`config.mk`:
```
export PLATFORM = sky130hd
export DESIGN_NAME = xmul_serial_radix
export DESIGN_NICKNAME = d
export VERILOG_FILES = /design/src/rtl/xmul_serial_radix.sv
export SDC_FILE = /design/constraint.sdc
export NUM_CORES = 1
export LEC_CHECK = 0
export CORE_ASPECT_RATIO = 0.9
export CORE_MARGIN = 8
export CORE_UTILIZATION = 35
export CTS_CLUSTER_SIZE = 25
export DETAILED_ROUTE_END_ITERATION = 10
export SYNTH_ARGS = -nofsm -noshare
export SYNTH_HDL_FRONTEND = slang
export SYNTH_SLANG_ARGS = --single-unit
```
`constraint.sdc`:
```
create_clock -name clk -period 6.9 [get_ports clk]
set_clock_uncertainty 0.2 [all_clocks]
set_input_delay 2.07 -clock clk [delete_from_list [all_inputs] [get_ports clk]]
set_output_delay 2.07 -clock clk [all_outputs]
set_load 0.005 [all_outputs]
```
`src/rtl/xmul_serial_radix.sv`:
```
// Serial shift-add multiplier consuming RADIX_W multiplier bits per cycle.
// Signed operands are handled as magnitudes, and the product is negated in a final SIGN cycle.
module xmul_serial_radix #(
    parameter int unsigned DATA_W  = 32,
    parameter int unsigned RADIX_W = 1
) (
    input  logic                clk,
    input  logic                rst,
    input  logic                start,
    input  logic                op_signed,
    input  logic [DATA_W-1:0]   op_a,
    input  logic [DATA_W-1:0]   op_b,
    output logic                done,
    output logic                busy,
    output logic [2*DATA_W-1:0] product
);
    localparam int unsigned N     = DATA_W / RADIX_W;
    localparam int unsigned SUM_W = DATA_W + RADIX_W;
    localparam int unsigned CNT_W = (N > 1) ? $clog2(N) : 1;

    if (!(RADIX_W == 1 || RADIX_W == 2 || RADIX_W == 4 || RADIX_W == 8) ||
        (DATA_W % RADIX_W) != 0) begin : g_param_check
        $error("xmul_serial_radix: RADIX_W must be 1, 2, 4 or 8 and divide DATA_W");
    end

    typedef enum logic [1:0] {IDLE, RUN, SIGN, DONE} state_t;

    state_t              state;
    logic [DATA_W-1:0]   a_mag;
    logic [2*DATA_W-1:0] acc;
    logic [CNT_W-1:0]    cnt;
    logic                neg;

    logic [DATA_W-1:0]   a_abs;
    logic [DATA_W-1:0]   b_abs;
    logic [SUM_W-1:0]    partial;
    logic [SUM_W-1:0]    step_sum;
    logic [DATA_W-1:0]   lo_next;

    // acc holds {partial sum, remaining multiplier}; each step adds into the
    // upper half and shifts the whole pair right by RADIX_W.
    always_comb begin
        a_abs    = (op_signed && op_a[DATA_W-1]) ? -op_a : op_a;
        b_abs    = (op_signed && op_b[DATA_W-1]) ? -op_b : op_b;
        partial  = SUM_W'(a_mag) * SUM_W'(acc[RADIX_W-1:0]);
        step_sum = SUM_W'(acc[2*DATA_W-1:DATA_W]) + partial;
        lo_next  = (acc[DATA_W-1:0] >> RADIX_W) |
                   (DATA_W'(step_sum[RADIX_W-1:0]) << (DATA_W - RADIX_W));
    end

    always_ff @(posedge clk or posedge rst) begin
        if (rst) begin
            state   <= IDLE;
            done    <= 1'b0;
            busy    <= 1'b0;
            product <= '0;
            a_mag   <= '0;
            acc     <= '0;
            cnt     <= '0;
            neg     <= 1'b0;
        end else begin
            case (state)
                IDLE: begin
                    if (start) begin
                        a_mag <= a_abs;
                        acc   <= {{DATA_W{1'b0}}, b_abs};
                        cnt   <= '0;
                        neg   <= op_signed & (op_a[DATA_W-1] ^ op_b[DATA_W-1]);
                        busy  <= 1'b1;
                        state <= RUN;
                    end
                end
                RUN: begin
                    acc <= {step_sum[SUM_W-1:RADIX_W], lo_next};
                    cnt <= cnt + 1'b1;
                    if (cnt == CNT_W'(N - 1)) begin
                        state <= SIGN;
                    end
                end
                SIGN: begin
                    product <= neg ? -acc : acc;
                    done    <= 1'b1;
                    busy    <= 1'b0;
                    state   <= DONE;
                end
                DONE: begin
                    if (!start) begin
                        done  <= 1'b0;
                        state <= IDLE;
                    end
                end
                default: state <= IDLE;
            endcase
        end
    end

endmodule
```
# Word level (Yosys, flattened, before mapping)
# Cells that the tools add are included.
# Widths: inputs -> output; s select.
[word_totals] output_inout_bits=66 ff_bits=170 input_bits=68 word_cells=50
[classes] n_reduce_logical=11 mul=1 n_mux=15 n_eq_ne=7 bitwise_logic=3 n_addsub=5
[ops] op="$mux 64" count=2
[ops] op="$pmux 64 s2" count=1
[ops] op="$mux 32" count=2
[ops] op="$neg 32->32" count=2
[ops] op="$neg 64->64" count=1
[ops] op="$add 32x33->33" count=1
[ops] op="$mul 32x1->33" count=1
[ops] op="$or 31x32->32" count=1
[ops] op="$pmux 5 s2" count=1
[ops] op="$pmux 2 s4" count=1
[ops] op="$reduce_and 2->1" count=4
[ops] op="$mux 2" count=3
[ops] op="$ne 2x2->1 const B" count=3
[ops] op="$reduce_bool 2->1" count=3
[ops] op="$add 5x1->5 const B" count=1
[ops] op="$eq 5x5->1 const B" count=1
[ops] op="$mux 5" count=1
[ops] op="$eq 2x2->1 const B" count=2
[ops] op="$pmux 1 s2" count=2
[ops] op="$reduce_and 3->1" count=1
[ops] op="$eq 2x1->1 const B" count=1
[ops] op="$logic_and 1x1->1" count=2
[ops] op="$logic_not 2->1" count=1
[ops] op="$mux 1" count=2
[ops] op="other kinds (2)" count=2

# Longest topological paths before layout
[depth] depth_word=4 ltp_mapped=13

# Worst setup path after synthesis
# No wires, ideal clock.
[synth_path] path_type="input to register" from="in op_b[11]" to="reg acc[29]" n_path_buf=0 required_ps=6569 path_slack_ps=2639 path_stages=7 arrival_time_ps=3930 cell_sequence="or3_1 > or4_1 > nor3_1 > nand2_1 > o41ai_1 > xor2_1 > o21ai_0"
[synth_via] elab_chain_cells=4
[synth_rtl] element="start, declared" line="12" source="input logic [DATA_W-1:0] op_b,"
[synth_rtl] element="$neg 32->32" line="44" source="b_abs = (op_signed && op_b[DATA_W-1]) ? -op_b : op_b;"
[synth_rtl] element="$mux 32" line="44"
[synth_rtl] element="$mux 64" line="64" source="if (start) begin"
[synth_rtl] element="$pmux 64 s2" line="62" source="case (state)"
[synth_rtl] element="end signal, assigned" line="66" source="acc <= {{DATA_W{1'b0}}, b_abs};"
[synth_rtl] element="end signal, assigned" line="74" source="acc <= {step_sum[SUM_W-1:RADIX_W], lo_next};"
[synth_rtl] element="end, declared" line="30" source="logic [2*DATA_W-1:0] acc;"
# Every way passes these cells. The select of a mux whose other input is x is not followed.
# A chain may end at the register's enable or synchronous reset.

# Final worst setup path
[layout_path] from="in op_a[4]" to="reg a_mag[29]"
[layout_via] elab_chain_cells=2
[layout_rtl] element="start, declared" line="11" source="input logic [DATA_W-1:0] op_a,"
[layout_rtl] element="$neg 32->32" line="43" source="a_abs = (op_signed && op_a[DATA_W-1]) ? -op_a : op_a;"
[layout_rtl] element="$mux 32" line="43"
[layout_rtl] element="end signal, assigned" line="65" source="a_mag <= a_abs;"
[layout_rtl] element="end, declared" line="29" source="logic [DATA_W-1:0] a_mag;"
# Every way passes these cells.

==> reports/metrics.yaml <==
timing.setup.tns_ps: 0
number_of_enable_type_register_cells_in_the_synthesized_netlist: 0
combinational_family_with_the_most_area_after_synthesis: "compound AO/OA/AOI/OAI gates"
ys_warnings: 0
place_congestion: 0.891
timing.critical_path.buf_inv: 1
place.detailed.hpwl_mm: 23.1
yosys-mux-area-fraction_pct: 1.37
crit_path_max_incr_delay_ps: 750
number_of_antenna_violations_at_the_first_check_in_global_routing: 2
hold_class: "register to register"
power.density_cell_area_mw_per_mm2: 423
criticalPathCategory: "primary input to register"
numClockSinks: 170
total_leakage_power_nw: 5.47
firstDrtPassIters: 5
antenna_violation_net_count_after_detailed_routing: 0
ctsHtreeMaxLevel: 4
cts_hold_buffers: 0
synth_simple_gate_area_share_pct: 18.3
starting_utilization_of_the_core_area_pct: 35.5
areaGrowthSynthToFinish_pct: 21.3
period_share_pct: 67.5
drt_iter0_markers: 673
maxCapViolCount: 0
wirelength_mm: 31.1
postCtsSetupBuffers: 0
yosys_most_used_dff: "sky130_fd_sc_hd__dfrtp_1"
boundaryPins: 134
synth_nets: 1396
port_buffers: 133
max_clock_freq_mhz: 215
synth.ff_latch_count: 170
maxSlewHeadroom_pct: 21.9
synth-seq-area-share_pct: 38.8
crit_arrival_ps: 4750
postSynth.asyncResetShare_pct: 100
cp-start-kind: "primary input"
synth_top_cells_by_area: "sky130_fd_sc_hd__dfrtp_1 (39%), sky130_fd_sc_hd__xor2_1 (7.0%), sky130_fd_sc_hd__o21ai_0 (6.3%)"
cell_count_after_synthesis: 1286
cts_root_buf: "sky130_fd_sc_hd__clkbuf_16"
layout.nets: 1489
floorplan.rows: 61
timing.critical_path.max_delay_family: "simple AND/OR/NAND/NOR gates"
final_layout_size_suffix_gt1_share_pct: 4.96
cts.reportedPaths.clkPinSlew_ps: 70
synth.largest_area_cell: "sky130_fd_sc_hd__dfrtp_1"
wire_length_of_the_first_global_routing_pass_mm: 50.1
final.fill_count: 3068
post_synth_fa_ha_maj_area_fraction_pct: 4.87
report.final.setup_viol: 0
grt_usage_pct: 16.5
number_of_global_route_vias_before_repair: 9147
synth_compound_gate_area_share_pct: 22.0
rsz0062_at_grt: "no"
crit_path_cell_trace: "clkdlybuf4s50_1, nor4_1, and3_1, and3b_1, nand3_1, o41ai_1, xor2_1, o21ai_0"
tritoncts.num_buffers: 17
synth_xor_xnor_area_share_pct: 11.3
critical_path_peak_fanout: 5
drt_drc_violations_left: 0
post_cts.resized_instances: 0
core_area_mm2: 0.0308
netlist.area_leader.share_pct: 38.8
power.ir.vdd_worst_mv: 0.261
most-common-layout-cells: "sky130_fd_sc_hd__dfrtp_1 (169), sky130_fd_sc_hd__nand2_1 (142), sky130_fd_sc_hd__o21ai_0 (136)"
timing.critical_path.required_ps: 6990
mostFrequentLayoutCell: "sky130_fd_sc_hd__dfrtp_1"
cts-root-to-sink-buffers: 2
worst-slew-pin-transition_ps: 1170
fp.dieH_um: 184
end_kind: "register"
cts_tree: "built"
detailroute.via_count: 9627
finalWorstPathRequiredPeriod_ps: 4660
globalRouteOverflowTotal: 0
design.die.area_mm2: 0.0372
grt_max_degree: 89
worst_skew_pair.late_latency_ps: 440
postSynthAreaPerCell_um2: 8.52
mappedNetlistArea_mm2: 0.0110
via_count_normalized_by_instance_count: 5.34
finalHoldViolations: 0
finalMaxSlewViolations: 0
dieWidth_um: 202
yosysUniqueCellTypes: 64
drt-wirelength-per-cell_um: 17.3
worst_path_cell_with_the_longest_stage_delay: "sky130_fd_sc_hd__nor4_1"
p_total_mw: 5.62
run_status: "completed"
## routing by layer
layer	part of all wire [%]	global-route usage (%)	up-vias
li1	-	-	4781
met1	48	23.3	4590
met2	45	25.1	221
met3	4.7	2.84	35
met4	2.4	5.80	0
met5	0	0	-
## cell families (layout without fill, tap and decap cells)
| group | Yosys count | count (layout) |
|---|---|---|
| other cells | 0 | 2 |
| flops | 170 | 170 |
| xor+xnor | 141 | 141 |
| mux | 14 | 14 |
| compound gates | 403 | 403 |
| buf+inv | 95 | 201 |
| simple gates | 421 | 421 |
| fa+ha+maj | 42 | 42 |
## layout make-up
cell class / count / area, µm² / share of cell area (%)
Sequential cell: 170 / 4260 / 32.0
Clock inverter: 15 / 204 / 1.54
Timing Repair Buffer: 143 / 1420 / 10.7
Inverter: 26 / 103 / 0.773
Tap cell: 409 / 512 / 3.85
Multi-Input combinational cell: 1021 / 6360 / 47.9
Antenna cell: 2 / 5.00 / 0.0377
Clock buffer: 17 / 425 / 3.20
## path summary, 6_finish.rpt
path                       startpoint          end  slack [ps]  cells after the start
max                           op_a[4]    a_mag[29]        2240                      8
min                         a_mag[17]    a_mag[17]         270                      2
max reg2reg                    acc[0]      acc[63]        3110                     12
min reg2reg                 a_mag[17]    a_mag[17]         270                      2
max in group asynchronous         rst          neg        3570                      3
min in group asynchronous         rst  product[36]        1950                      2
## cells in the mapped netlist, drive strengths merged, types with 10 or more instances
master / count
nand2b: 11
buf: 11
o21ai: 137
o31ai: 28
and2: 38
nor3: 28
nand3: 19
xor2: 87
clkbuf: 58
nand2: 143
or3: 13
dfrtp: 170
nor2: 107
a22oi: 18
ha: 41
xnor2: 54
or4: 12
a21oi: 135
o41ai: 13
nor4: 18
o211ai: 10
inv: 26
## power by group
| group | internal, mW | leakage, nW | switching [mW] | total (mW) |
|---|---|---|---|---|
| Combinational | 1.21 | 3.06 | 1.52 | 2.73 |
| Clock | 0.557 | 0.301 | 0.470 | 1.03 |
| Sequential | 1.43 | 2.11 | 0.428 | 1.86 |
## registers in the layout (all words and copies together) (netlist names)
signal	flops
a_mag	32
acc	64
busy	1
cnt	5
done	1
neg	1
product	64
state	2
## stage by stage
stage | area, µm² | instances | setup WS [ps] | util (%) | hold slack, ps
after floorplan | 11000 | 1286 | 26.6 | - | 242
after global placement | 12600 | 1769 | 1860 | 41.0 | 258
after global routing | 13300 | 1803 | 1970 | 43.1 | 301
after detailed placement | 12600 | 1769 | 1780 | 41.0 | 264
after CTS | 13300 | 1801 | 2240 | 43.1 | 281
final | 13300 | 1803 | 2240 | 43.1 | 272
## tightest hold or removal path, stage by stage, from the launching register on
cell and delay (ps):
sky130_fd_sc_hd__dfrtp_1 340, sky130_fd_sc_hd__nand2_1 50, sky130_fd_sc_hd__o21ai_0 60
Note: power is estimated with default switching activity, not from simulation.
